**src/rtl/pipewbarb.sv**
```systemverilog
// pipewbarb: WB/MDU register-file write-port arbiter with 2-entry MDU FIFO; WBARB_BYPASS_EN adds an empty-FIFO bypass
module pipewbarb #(
    parameter int STARVE_LIMIT = 4
) (
    input  logic        clock,
    input  logic        reset,
    input  logic        wwreg,
    input  logic        wm2reg,
    input  logic [31:0] wmo,
    input  logic [31:0] walu,
    input  logic [4:0]  wrn,
    input  logic        mdu_valid,
    input  logic [4:0]  mdu_rn,
    input  logic [31:0] mdu_res,
    output logic        mdu_ready,
    input  logic [4:0]  rs,
    input  logic [4:0]  rt,
    output logic        pend_hit,
    output logic        bubble_req,
    output logic        rf_we,
    output logic [4:0]  rf_wn,
    output logic [31:0] rf_d
);
    typedef enum logic {IDLE, REQ} state_t;
    state_t      state_q, state_d;
    logic [1:0]  count_q, count_d;
    logic        wp_q, wp_d, rp_q, rp_d;
    logic [4:0]  rn_q[2], rn_d[2];
    logic [31:0] res_q[2], res_d[2];
    logic [3:0]  starve_q, starve_d;
    logic        pop, push, bypass, v0, v1;
    always_comb begin
        mdu_ready = count_q < 2'd2;
`ifdef WBARB_BYPASS_EN
        bypass = !reset && count_q == 2'd0 && !wwreg && mdu_valid && mdu_rn != 5'd0;
`else
        bypass = 1'b0;
`endif
        // reset silences FIFO pops so the port stays quiet while state is being cleared
        pop = !reset && !wwreg && count_q != 2'd0;
        push = mdu_valid && mdu_ready && mdu_rn != 5'd0 && !bypass;
        rf_we = wwreg || pop || bypass;
        rf_wn = wwreg ? wrn : pop ? rn_q[rp_q] : bypass ? mdu_rn : 5'd0;
        rf_d = wwreg ? (wm2reg ? wmo : walu) : pop ? res_q[rp_q] : bypass ? mdu_res : 32'd0;
        v0 = count_q == 2'd2 || (count_q == 2'd1 && !rp_q);
        v1 = count_q == 2'd2 || (count_q == 2'd1 && rp_q);
        pend_hit = (v0 && ((rs != 5'd0 && rn_q[0] == rs) || (rt != 5'd0 && rn_q[0] == rt)))
                || (v1 && ((rs != 5'd0 && rn_q[1] == rs) || (rt != 5'd0 && rn_q[1] == rt)));
        rn_d = rn_q;
        res_d = res_q;
        if (push) begin
            rn_d[wp_q] = mdu_rn;
            res_d[wp_q] = mdu_res;
        end
        wp_d = wp_q ^ push;
        rp_d = rp_q ^ pop;
        count_d = count_q + 2'(push) - 2'(pop);
        starve_d = (count_q == 2'd0 || pop) ? 4'd0 : (starve_q == 4'hf ? starve_q : starve_q + 4'd1);
        state_d = state_q == IDLE ? (starve_d >= 4'(STARVE_LIMIT) ? REQ : IDLE) : (pop ? IDLE : REQ);
        bubble_req = state_q == REQ;
    end
    always_ff @(posedge clock) begin
        if (reset) begin
            count_q <= 2'd0;
            wp_q <= 1'b0;
            rp_q <= 1'b0;
            starve_q <= 4'd0;
            state_q <= IDLE;
        end else begin
            count_q <= count_d;
            wp_q <= wp_d;
            rp_q <= rp_d;
            starve_q <= starve_d;
            state_q <= state_d;
        end
    end
    always_ff @(posedge clock) begin
        rn_q <= rn_d;
        res_q <= res_d;
    end
endmodule
```
**config.mk**
```make
export PLATFORM = sky130hd
export DESIGN_NAME = pipewbarb
export DESIGN_NICKNAME = d
export VERILOG_FILES = /design/src/rtl/pipewbarb.sv
export SDC_FILE = /design/constraint.sdc
export NUM_CORES = 1
export LEC_CHECK = 0
export ABC_AREA = 0
export CAP_MARGIN = 20
export CORE_ASPECT_RATIO = 1.1
export CORE_UTILIZATION = 48
export CTS_CLUSTER_SIZE = 24
export DETAILED_ROUTE_END_ITERATION = 6
export PLACE_DENSITY = 0.82
export RECOVER_POWER = 50
export SYNTH_ARGS = -nofsm -noshare
export SYNTH_HDL_FRONTEND = slang
export SYNTH_SLANG_ARGS = --single-unit
```
**constraint.sdc**
```tcl
create_clock -name clock -period 6.8 [get_ports clock]
set_input_delay 1.36 -clock clock [delete_from_list [all_inputs] [get_ports clock]]
set_output_delay 1.36 -clock clock [all_outputs]
set_load 0.01 [all_outputs]
```
==> flow_metrics.env, run 1 <==
export IMPL_gp_congestion=0.816
export IMPL_cp_end_kind="output pin"
export IMPL_gr_total_overflow=0
export IMPL_pin_count=162
export IMPL_violations="capacitance limit, slew limit"
export IMPL_place_hpwl_um=6820
export IMPL_synth_area_per_cell_um2=12.8
export IMPL_grt_pass1_vias=3271
export IMPL_rsz0062_at_grt="false"
export IMPL_synth_top_area_cell="edfxtp_1"
export IMPL_drv_slew=83
export IMPL_grt_pass1_wl_um=15400
export IMPL_core_um2=8450
export IMPL_timing_setup_tns_ns=0
export IMPL_drt_iter0_drc=132
export IMPL_pre_cts_slack_ns=1.82
export IMPL_min_period_ns=5.44
export IMPL_relSlewSlack_pct=-30.1
export IMPL_synth_cells=331
export IMPL_postCtsSetupBuffers=0
export IMPL_crit_arrival_ns=4.08
export IMPL_worstSkewPairLatency_ns=0.35
export IMPL_criticalPathCategory="in2out"
export IMPL_hp_class="reg2reg"
export IMPL_nFillCells=612
export IMPL_cts_buffers=9
export IMPL_cts_tree="yes"
export IMPL_routed_wl_um=9620
export IMPL_finalWorstSetupSlack_ns=1.36
export IMPL_slowest_delay_ns=1.37
export IMPL_initial_utilization_pct=50.1
export IMPL_whs_ns=0.466
export IMPL_vdd_drop_max_mv=0.153
export IMPL_multiInputGateArea_um2=1700
export IMPL_h_tree_depth=3
export IMPL_clockBufferDepth=2
export IMPL_cts_resized=0
export IMPL_worstMarginPinSlew_ns=1.95
export IMPL_holdBufCountCts=0
export IMPL_wl_per_cell_um=16.0
export IMPL_port_buffer_count=161
export IMPL_clkTransAtPathRegs_ns=0.09
export IMPL_grt_start_max_net_pins=45
export IMPL_synthTopCellsByArea="edfxtp_1 (53%), mux2i_1 (9.0%), o31ai_1 (6.6%)"
export IMPL_vias=3148
export IMPL_crit_chain="clkbuf_1 > buf_4 > nand2_1 > o31ai_1 > clkdlybuf4s50_1"
export IMPL_cp_max_fo=44
export IMPL_die_area_um2=9190
export IMPL_antenna_found_initial=1
export IMPL_p_per_area_nw_per_um2=248
export IMPL_avgViaCountPerCell=5.24
export IMPL_regArea_um2=2400
export IMPL_crit_required_ns=5.44
export IMPL_finClkSkew_ns=0.00859
export IMPL_leakage_nw=2.07
export IMPL_root_buffer="clkbuf_8"
export IMPL_yosys_register_bits=83
export IMPL_remaining_drc_errors=0
export IMPL_max_cap_viol_count=2
export IMPL_drive_gt1_share_pct=10.0
export IMPL_critPathBufInv=3
export IMPL_grt_total_usage_pct=21.7
export IMPL_outcome="finished with violations"
export IMPL_slowest_stage="clkbuf_1"
export IMPL_die_h_um=100
export IMPL_placed_area_um2=5890
export IMPL_area_delta_synth_final_pct=43.5
export IMPL_nets=609
export IMPL_synth_distinct_cells=36
export IMPL_final_core_util_pct=71.8
export IMPL_cp_top_family="buffers and inverters"
export IMPL_post_route_period_util_pct=80.0
export IMPL_yosys_warnings=0
export IMPL_placementRows=35
export IMPL_yosysSeqAreaShare_pct=56.8
export IMPL_netlist_area_um2=4230
export IMPL_fp_dieW_um=91.5
export IMPL_finalHoldViolations=0
export IMPL_synth_top_cell_area_share_pct=52.5
export IMPL_finalSetupViolCount=0
export IMPL_drt_pass1_iter_count=4
export IMPL_timing_fmax_mhz=184
export IMPL_cp_start_kind="input port"
export IMPL_ant_nets=0
export IMPL_final_cell_area_um2=6070
export IMPL_cts_sinks=83
export IMPL_syn_nets=457
## sequential cells by signal, summed over array words and instances, names as in the netlist
| register | flops |
|---|---|
| bubble_req | 1 |
| starve_q | 4 |
| res_q | 64 |
| count_q | 2 |
| rn_q | 10 |
| rp_q | 1 |
| wp_q | 1 |
## cell type report
| type | instances | area share [%] |
|---|---|---|
| multi-input combinational | 219 | 27.9 |
| inverter | 6 | 0.371 |
| antenna | 2 | 0.0824 |
| clock inverter | 7 | 0.886 |
| timing repair buffer | 164 | 26.8 |
| clock buffer | 9 | 2.04 |
| tap | 111 | 2.29 |
| sequential | 83 | 39.6 |
## tightest hold or removal path, stage by stage, from the launching register on
cell and delay (ns):
dfxtp_1 0.32, inv_1 0.05, a211oi_1 0.05
## per-layer routing
| metal | wire, um | track usage, % | up-vias | part of all wire, % |
|---|---|---|---|---|
| met5 | 0 | 0 | - | 0 |
| met4 | 164 | 9.40 | 0 | 1.7 |
| met3 | 511 | 4.98 | 14 | 5.3 |
| met2 | 5040 | 38.8 | 112 | 52 |
| met1 | 3900 | 24.9 | 1480 | 41 |
| li1 | - | - | 1542 | - |
## report_power, final
part | total [mW] | switching, mW | internal [mW]
registers | 0.708 | 0.0383 | 0.670
logic | 0.484 | 0.246 | 0.238
clock network | 0.313 | 0.179 | 0.134
## through the flow
stage / std cells / power, mW
after floorplan: 331 / 1.00
after global placement: 583 / 1.20
after detailed placement: 583 / 1.22
after CTS: 599 / 1.53
after global routing: 599 / 1.59
final: 601 / 1.51
## worst paths after layout
path         cells past startpoint  slack [ns]  startpoint    endpoint
min reg2reg                      2        0.47  bubble_req  bubble_req
max reg2reg                      3        4.30  count_q[1]   res_q[30]
min                              2        0.47  bubble_req  bubble_req
max                              5        1.36       wwreg     rf_d[8]
## logic make-up after synthesis
kind of cell / after synthesis / synth area share [%]
adders and majority gates: 5 / 1.48
DFF: 83 / 56.8
AOI/OAI and AO/OA: 44 / 7.63
xor gates and xnor gates: 24 / 4.97
buffers and inverters: 29 / 3.13
and+or+nand+nor: 76 / 8.49
muxes: 70 / 17.5
## synthesized netlist by cell type (all sizes together)
cell type / instances
mux2i: 38
o21a: 1
o22ai: 3
a31oi: 1
edfxtp: 74
xor2: 8
buf: 16
nor2b: 1
ha: 5
and3: 1
xnor2: 16
and2b: 1
nand3: 6
nor2: 14
nand2: 40
nand2b: 1
dfxtp: 9
o31ai: 37
or2: 1
inv: 6
a21oi: 1
nor4: 4
nor3b: 2
mux2: 32
or4: 3
clkbuf: 7
nor3: 2
a211oi: 1
## cell usage in the layout (no fill, tap or decap), types with 2 or more instances in the layout
master and count:
clkbuf_8 9, mux2_2 24, nand3_1 6, nor2_1 12, or4_1 3, mux2i_1 38, xor2_1 8, nand2_1 40
nor3_1 2, clkinv_4 2, o22ai_1 3, inv_1 5, nor4_1 4, edfxtp_1 74, clkinvlp_4 3, xnor2_1 16
buf_4 3, ha_1 4, o31ai_1 37, nor3b_1 2, dfxtp_1 8, mux2_1 8, clkdlybuf4s50_1 121, diode_2 2
dlygate4sd3_1 39
Note: power is estimated with default switching activity, not from simulation.
==> run 2, diff against run 1 <==
- CORE_UTILIZATION: 48 -> 40
- PLACE_DENSITY: 0.82 -> 0.73
- clock period: 6.8 -> 4.4 ns (I/O delays scaled with it)
==> run 2 against run 1 <==
Compared with the run above: core utilization is 11 points lower; combinational power is 57% higher; non-clock buffer count is 2 higher; sequential share of layout area is 1.1 points lower; final cell count is 5.5% higher; count of clock-buffer cells in the layout stayed put; clock skew is 0.0059 ns lower; register-to-register slack worse by 2.4 ns; critical path depth is 1 lower; the run still ends with capacitance limit, slew limit left; routed wire length is 0.23% lower; first-iteration DRC count is 11% lower; total power is 74% higher.
==> flow_metrics.env, run 2 (synthesized netlist as in run 1, its figures left out) <==
export IMPL_leakage_nw=2.16
export IMPL_post_route_period_util_pct=91.8
export IMPL_grt_start_max_net_pins=54
export IMPL_placed_area_um2=5940
export IMPL_wl_per_cell_um=15.1
export IMPL_grt_pass1_vias=3149
export IMPL_clkTransAtPathRegs_ns=0.06
export IMPL_gp_congestion=0.777
export IMPL_final_common_cell="clkdlybuf4s50_1"
export IMPL_final_cell_mix="clkdlybuf4s50_1 (119), edfxtp_1 (74), nand2_1 (40), dlygate4sd3_1 (40), mux2i_1 (38)"
export IMPL_finalSetupViolCount=0
export IMPL_cts_buffers=9
export IMPL_rsz0062_at_grt="false"
export IMPL_placed_cells=617
export IMPL_nets=611
export IMPL_clockBufferDepth=2
export IMPL_final_cells=634
export IMPL_cts_resized=0
export IMPL_slowest_delay_ns=0.67
export IMPL_avgViaCountPerCell=4.94
export IMPL_timing_setup_tns_ns=0
export IMPL_cts_tree="yes"
export IMPL_drt_pass1_iter_count=4
export IMPL_regMostFlops="res_q"
export IMPL_drt_iter0_drc=117
export IMPL_routed_wl_um=9600
export IMPL_r2r_start="count_q[1]"
export IMPL_area_delta_synth_final_pct=47.7
export IMPL_relSlewSlack_pct=-20.4
export IMPL_h_tree_depth=3
export IMPL_die_h_um=110
export IMPL_violations="capacitance limit, slew limit"
export IMPL_outcome="finished with violations"
export IMPL_pin_count=162
export IMPL_port_buffer_count=161
export IMPL_reg_top3="res_q x64, rn_q x10, starve_q x4"
export IMPL_antenna_found_initial=1
export IMPL_final_cell_area_um2=6250
export IMPL_finalWorstSetupSlack_ns=0.363
export IMPL_initial_utilization_pct=40.9
export IMPL_cts_sinks=83
export IMPL_vias=3134
export IMPL_pre_cts_slack_ns=0.446
export IMPL_finalHoldViolations=0
export IMPL_finClkSkew_ns=0.00270
export IMPL_hp_class="reg2reg"
export IMPL_postCtsSetupBuffers=0
export IMPL_grt_total_usage_pct=17.8
export IMPL_slowest_stage="or2_2"
export IMPL_hold_path_startpoint="bubble_req"
export IMPL_intPower_mw=1.90
export IMPL_cp_startpoint="reset"
export IMPL_holdBufCountCts=0
export IMPL_max_cap_viol_count=1
export IMPL_worstMarginPinSlew_ns=1.81
export IMPL_core_um2=10300
export IMPL_clkPwrFrac_pct=29.2
export IMPL_crit_chain="dlygate4sd3_1 > or2_2 > o31ai_1 > clkdlybuf4s50_1"
export IMPL_drive_gt1_share_pct=10.2
export IMPL_crit_arrival_ns=3.16
export IMPL_combPwrFrac_pct=28.9
export IMPL_vdd_drop_max_mv=0.247
export IMPL_grt_pass1_wl_um=14700
export IMPL_fp_dieW_um=100
export IMPL_finalPower_mw=2.62
export IMPL_cp_max_fo=40
export IMPL_min_period_ns=4.04
export IMPL_place_hpwl_um=6710
export IMPL_switchingPower_mw=0.725
export IMPL_p_seq_share_pct=41.8
export IMPL_cp_end_kind="output pin"
export IMPL_cp_start_kind="input port"
export IMPL_largest_register_ffs=64
export IMPL_p_per_area_nw_per_um2=419
export IMPL_remaining_drc_errors=0
export IMPL_ant_nets=0
export IMPL_gr_total_overflow=0
export IMPL_whs_ns=0.455
export IMPL_root_buffer="clkbuf_16"
export IMPL_final_core_util_pct=60.4
export IMPL_die_area_um2=11000
export IMPL_timing_fmax_mhz=248
export IMPL_drv_slew=38
export IMPL_p_sw_share_pct=27.6
export IMPL_placementRows=39
export IMPL_criticalPathCategory="in2out"
export IMPL_worstSkewPairLatency_ns=0.33
export IMPL_crit_required_ns=3.52
[run 2: final cells by class]
cell class | instances | area (um^2)
antenna | 1 | 2.50
clock buffer | 9 | 225
clock inverter | 7 | 82.6
fill | 889 | 4100
inverter | 6 | 22.5
multi-input combinational | 219 | 1700
sequential | 83 | 2400
tap | 143 | 179
timing repair buffer | 166 | 1640
[run 2: critical path: cells and delay by family]
kind            cells  cell delay [ns]
compound gates      1             0.39
simple gates        1             0.67
buf+inv             2             1.20
[run 2: path summary, 6_finish.rpt]
kind	end	slack, ns	cells past startpoint
worst max-delay path	rf_d[21]	0.36	4
worst min-delay path	bubble_req	0.46	2
worst max register to register	res_q[11]	1.88	3
worst min register to register	bubble_req	0.46	2
[run 2: power groups by stage]
stage                     Clock [mW]  Combinational [mW]  Sequential [mW]
after global routing           0.816               0.832             1.11
final                          0.766               0.758             1.10
after global placement             0               0.761             1.11
after CTS                      0.783               0.781             1.10
after floorplan                    0               0.453             1.09
after detailed placement           0               0.780             1.11
[run 2: routing by layer]
| metal | GRT usage (%) | part of all wire [%] | up-vias | wire length, um |
|---|---|---|---|---|
| met4 | 9.11 | 2.3 | 0 | 220 |
| met3 | 3.50 | 5.7 | 15 | 550 |
| met5 | 0 | 0 | - | 0 |
| met2 | 32.4 | 50 | 120 | 4760 |
| li1 | - | - | 1551 | - |
| met1 | 19.8 | 42 | 1448 | 4060 |
==> patch: new RTL, flow settings as in run 1 <==
Reset style: asynchronous (`reset`), changed in one clocked block.
--- a/src/rtl/pipewbarb.sv
+++ b/src/rtl/pipewbarb.sv
@@ -59,7 +59,7 @@
         state_d = state_q == IDLE ? (starve_d >= 4'(STARVE_LIMIT) ? REQ : IDLE) : (pop ? IDLE : REQ);
         bubble_req = state_q == REQ;
     end
-    always_ff @(posedge clock) begin
+    always_ff @(posedge clock or posedge reset) begin
         if (reset) begin
             count_q <= 2'd0;
             wp_q <= 1'b0;
Formal check against the unedited RTL: differs if reset is asserted again (counterexample within 4 cycles, from zero or initial values and one cycle with reset high); with reset held inactive, the same outputs for 10 cycles.
==> patch against run 1 <==
- the run still ends with max-capacitance violations, max-slew violations left
- sequential cell count is the same
- sequential power increased by 6.4%
- largest power group unchanged
- power rose by 13%
- cell area barely moved
- routed wire length fell by 0.26%
- register-to-register slack worse by 0.45 ns
- worst setup slack got worse by 0.21 ns
- combinational power is 11% higher
- area after synthesis down 3.0%
==> patch: results <==
{
  "ys_seq_area_share_pct": 59.6,
  "fin_crit_ns": 5.65,
  "grt_start_max_net_pins": 41,
  "synth_compound_area_share_pct": 5.67,
  "place_inst": 579,
  "synth_mux_area_share_pct": 18.0,
  "drv_cap": 2,
  "grt_pass1_wl_um": 15200,
  "synth_area_leaders": "edfxtp_1 54%, mux2i_1 9.3%, mux2_2 8.8%",
  "crit_end": "rf_d[10]",
  "reg2reg_to": "count_q[1]",
  "drive_above_1_share_pct": 11.1,
  "routed_wl_um": 9590,
  "leakagePower_nw": 2.27,
  "slew-limit-headroom_pct": -20.7,
  "status": "finished with violations",
  "max_stage_delay_ns": 0.61,
  "placed_area_um2": 5810,
  "place_ws_ns": 1.51,
  "crit_path_max_fanout": 40,
  "critical_path.top_delay_family": "buffers and inverters",
  "synthArstFlopShare_pct": 10.8,
  "place_congestion": 0.984,
  "syn-num-nets": 447,
  "r2r_cells": 7,
  "via_per_inst": 5.16,
  "arrival_ns": 4.29,
  "yosys_warnings": 0,
  "cts_max_level": 3,
  "syn_avg_cell_area_um2": 12.8,
  "stdcell_count": 596,
  "cts.clk_slew.worst_paths_ns": 0.08,
  "place.port_buffers": 161,
  "hpwlAfterDp_um": 6850,
  "first_global_vias": 3246,
  "fin_skew_ns": 0.0119,
  "grt_use_total_pct": 22.1,
  "drtIter0Drc": 73,
  "yosysUniqueCellTypes": 27,
  "rrSetupSlack_ns": 3.85,
  "violations": "max-capacitance violations, max-slew violations",
  "peakVddDrop_mv": 0.172,
  "n_antenna_cell": 0,
  "yosys.area_share.xor_xnor_pct": 5.12,
  "netlist_top_cells_count": "74 x edfxtp_1, 40 x nand2_1, 38 x mux2i_1, 38 x o21ai_0, 32 x mux2_2",
  "slew_violations": 55,
  "r2r_start": "count_q[1]",
  "final_net_count": 606,
  "synthAdderAreaFrac_pct": 1.52,
  "dr.pass1.iters": 6,
  "slowest_stage": "o21ai_0"
}
## patch: cell types whose count changed in the layout (fill, tap and decap cells not counted), moves of 8 or more
cell	before	now
dfrtp_1	0	8
o31ai_1	37	1
mux2_1	8	0
o21ai_0	0	39
mux2_2	24	32
dfxtp_1	8	0
## patch: layer usage
layer  track usage [%]  wire length, µm  vias to the layer above  share of wire [%]
met5                 0               10                        -               0.10
met4              9.18              225                        2                2.3
met3              6.17              501                       20                5.2
met2              41.5             5330                      106                 56
met1              23.2             3520                     1458                 37
li1                  -                -                     1492                  -
## patch: power breakdown
part           total (mW)  internal (mW)  switching, mW
registers           0.753          0.677         0.0755
clock network       0.409          0.243          0.166
logic               0.536          0.289          0.247
total                1.70           1.21          0.489
## patch: cell type report
type                    count  area, µm²
clock inverters             7        116
flip-flops and latches     83       2450
inverters                   7       26.3
clock buffers               9        124
multi-input cells         214       1560
repair buffers            165       1650
well taps                 111        139
fillers                   581       2250
## patch: worst register-to-register path: cells and delay by family (launching register included)
kind	cells	cell delay (ns)
XOR/XNOR	2	0.34
AO/OA/AOI/OAI	1	1.39
adder cells (fa/ha/maj)	2	0.52
buffers and inverters	2	0.17
flip-flops	1	0.45
## patch: worst min path at each step
stage                           from    endpoint  depth (start not counted)
after floorplan           bubble_req  bubble_req                          1
after global placement    bubble_req  bubble_req                          1
after detailed placement  bubble_req  bubble_req                          1
after CTS                 bubble_req  bubble_req                          1
after global routing      bubble_req  bubble_req                          1
final                     bubble_req  bubble_req                          1
## patch: cell families (layout without fill, tap and decap cells)
family,after synthesis,count (layout)
mux,70,70
compound gates,45,45
xor+xnor,24,24
simple gates,70,70
buf+inv,24,188
flops,83,83
fa+ha+maj,5,5
## patch: through the flow
step           hold slack (ns)  util, %
4_1_cts                  0.491     72.8
5_1_grt                  0.543     72.9
3_5_place_dp             0.481     69.9
3_3_place_gp             0.471     69.9
2_1_floorplan            0.516        -
6_report                 0.484     72.9
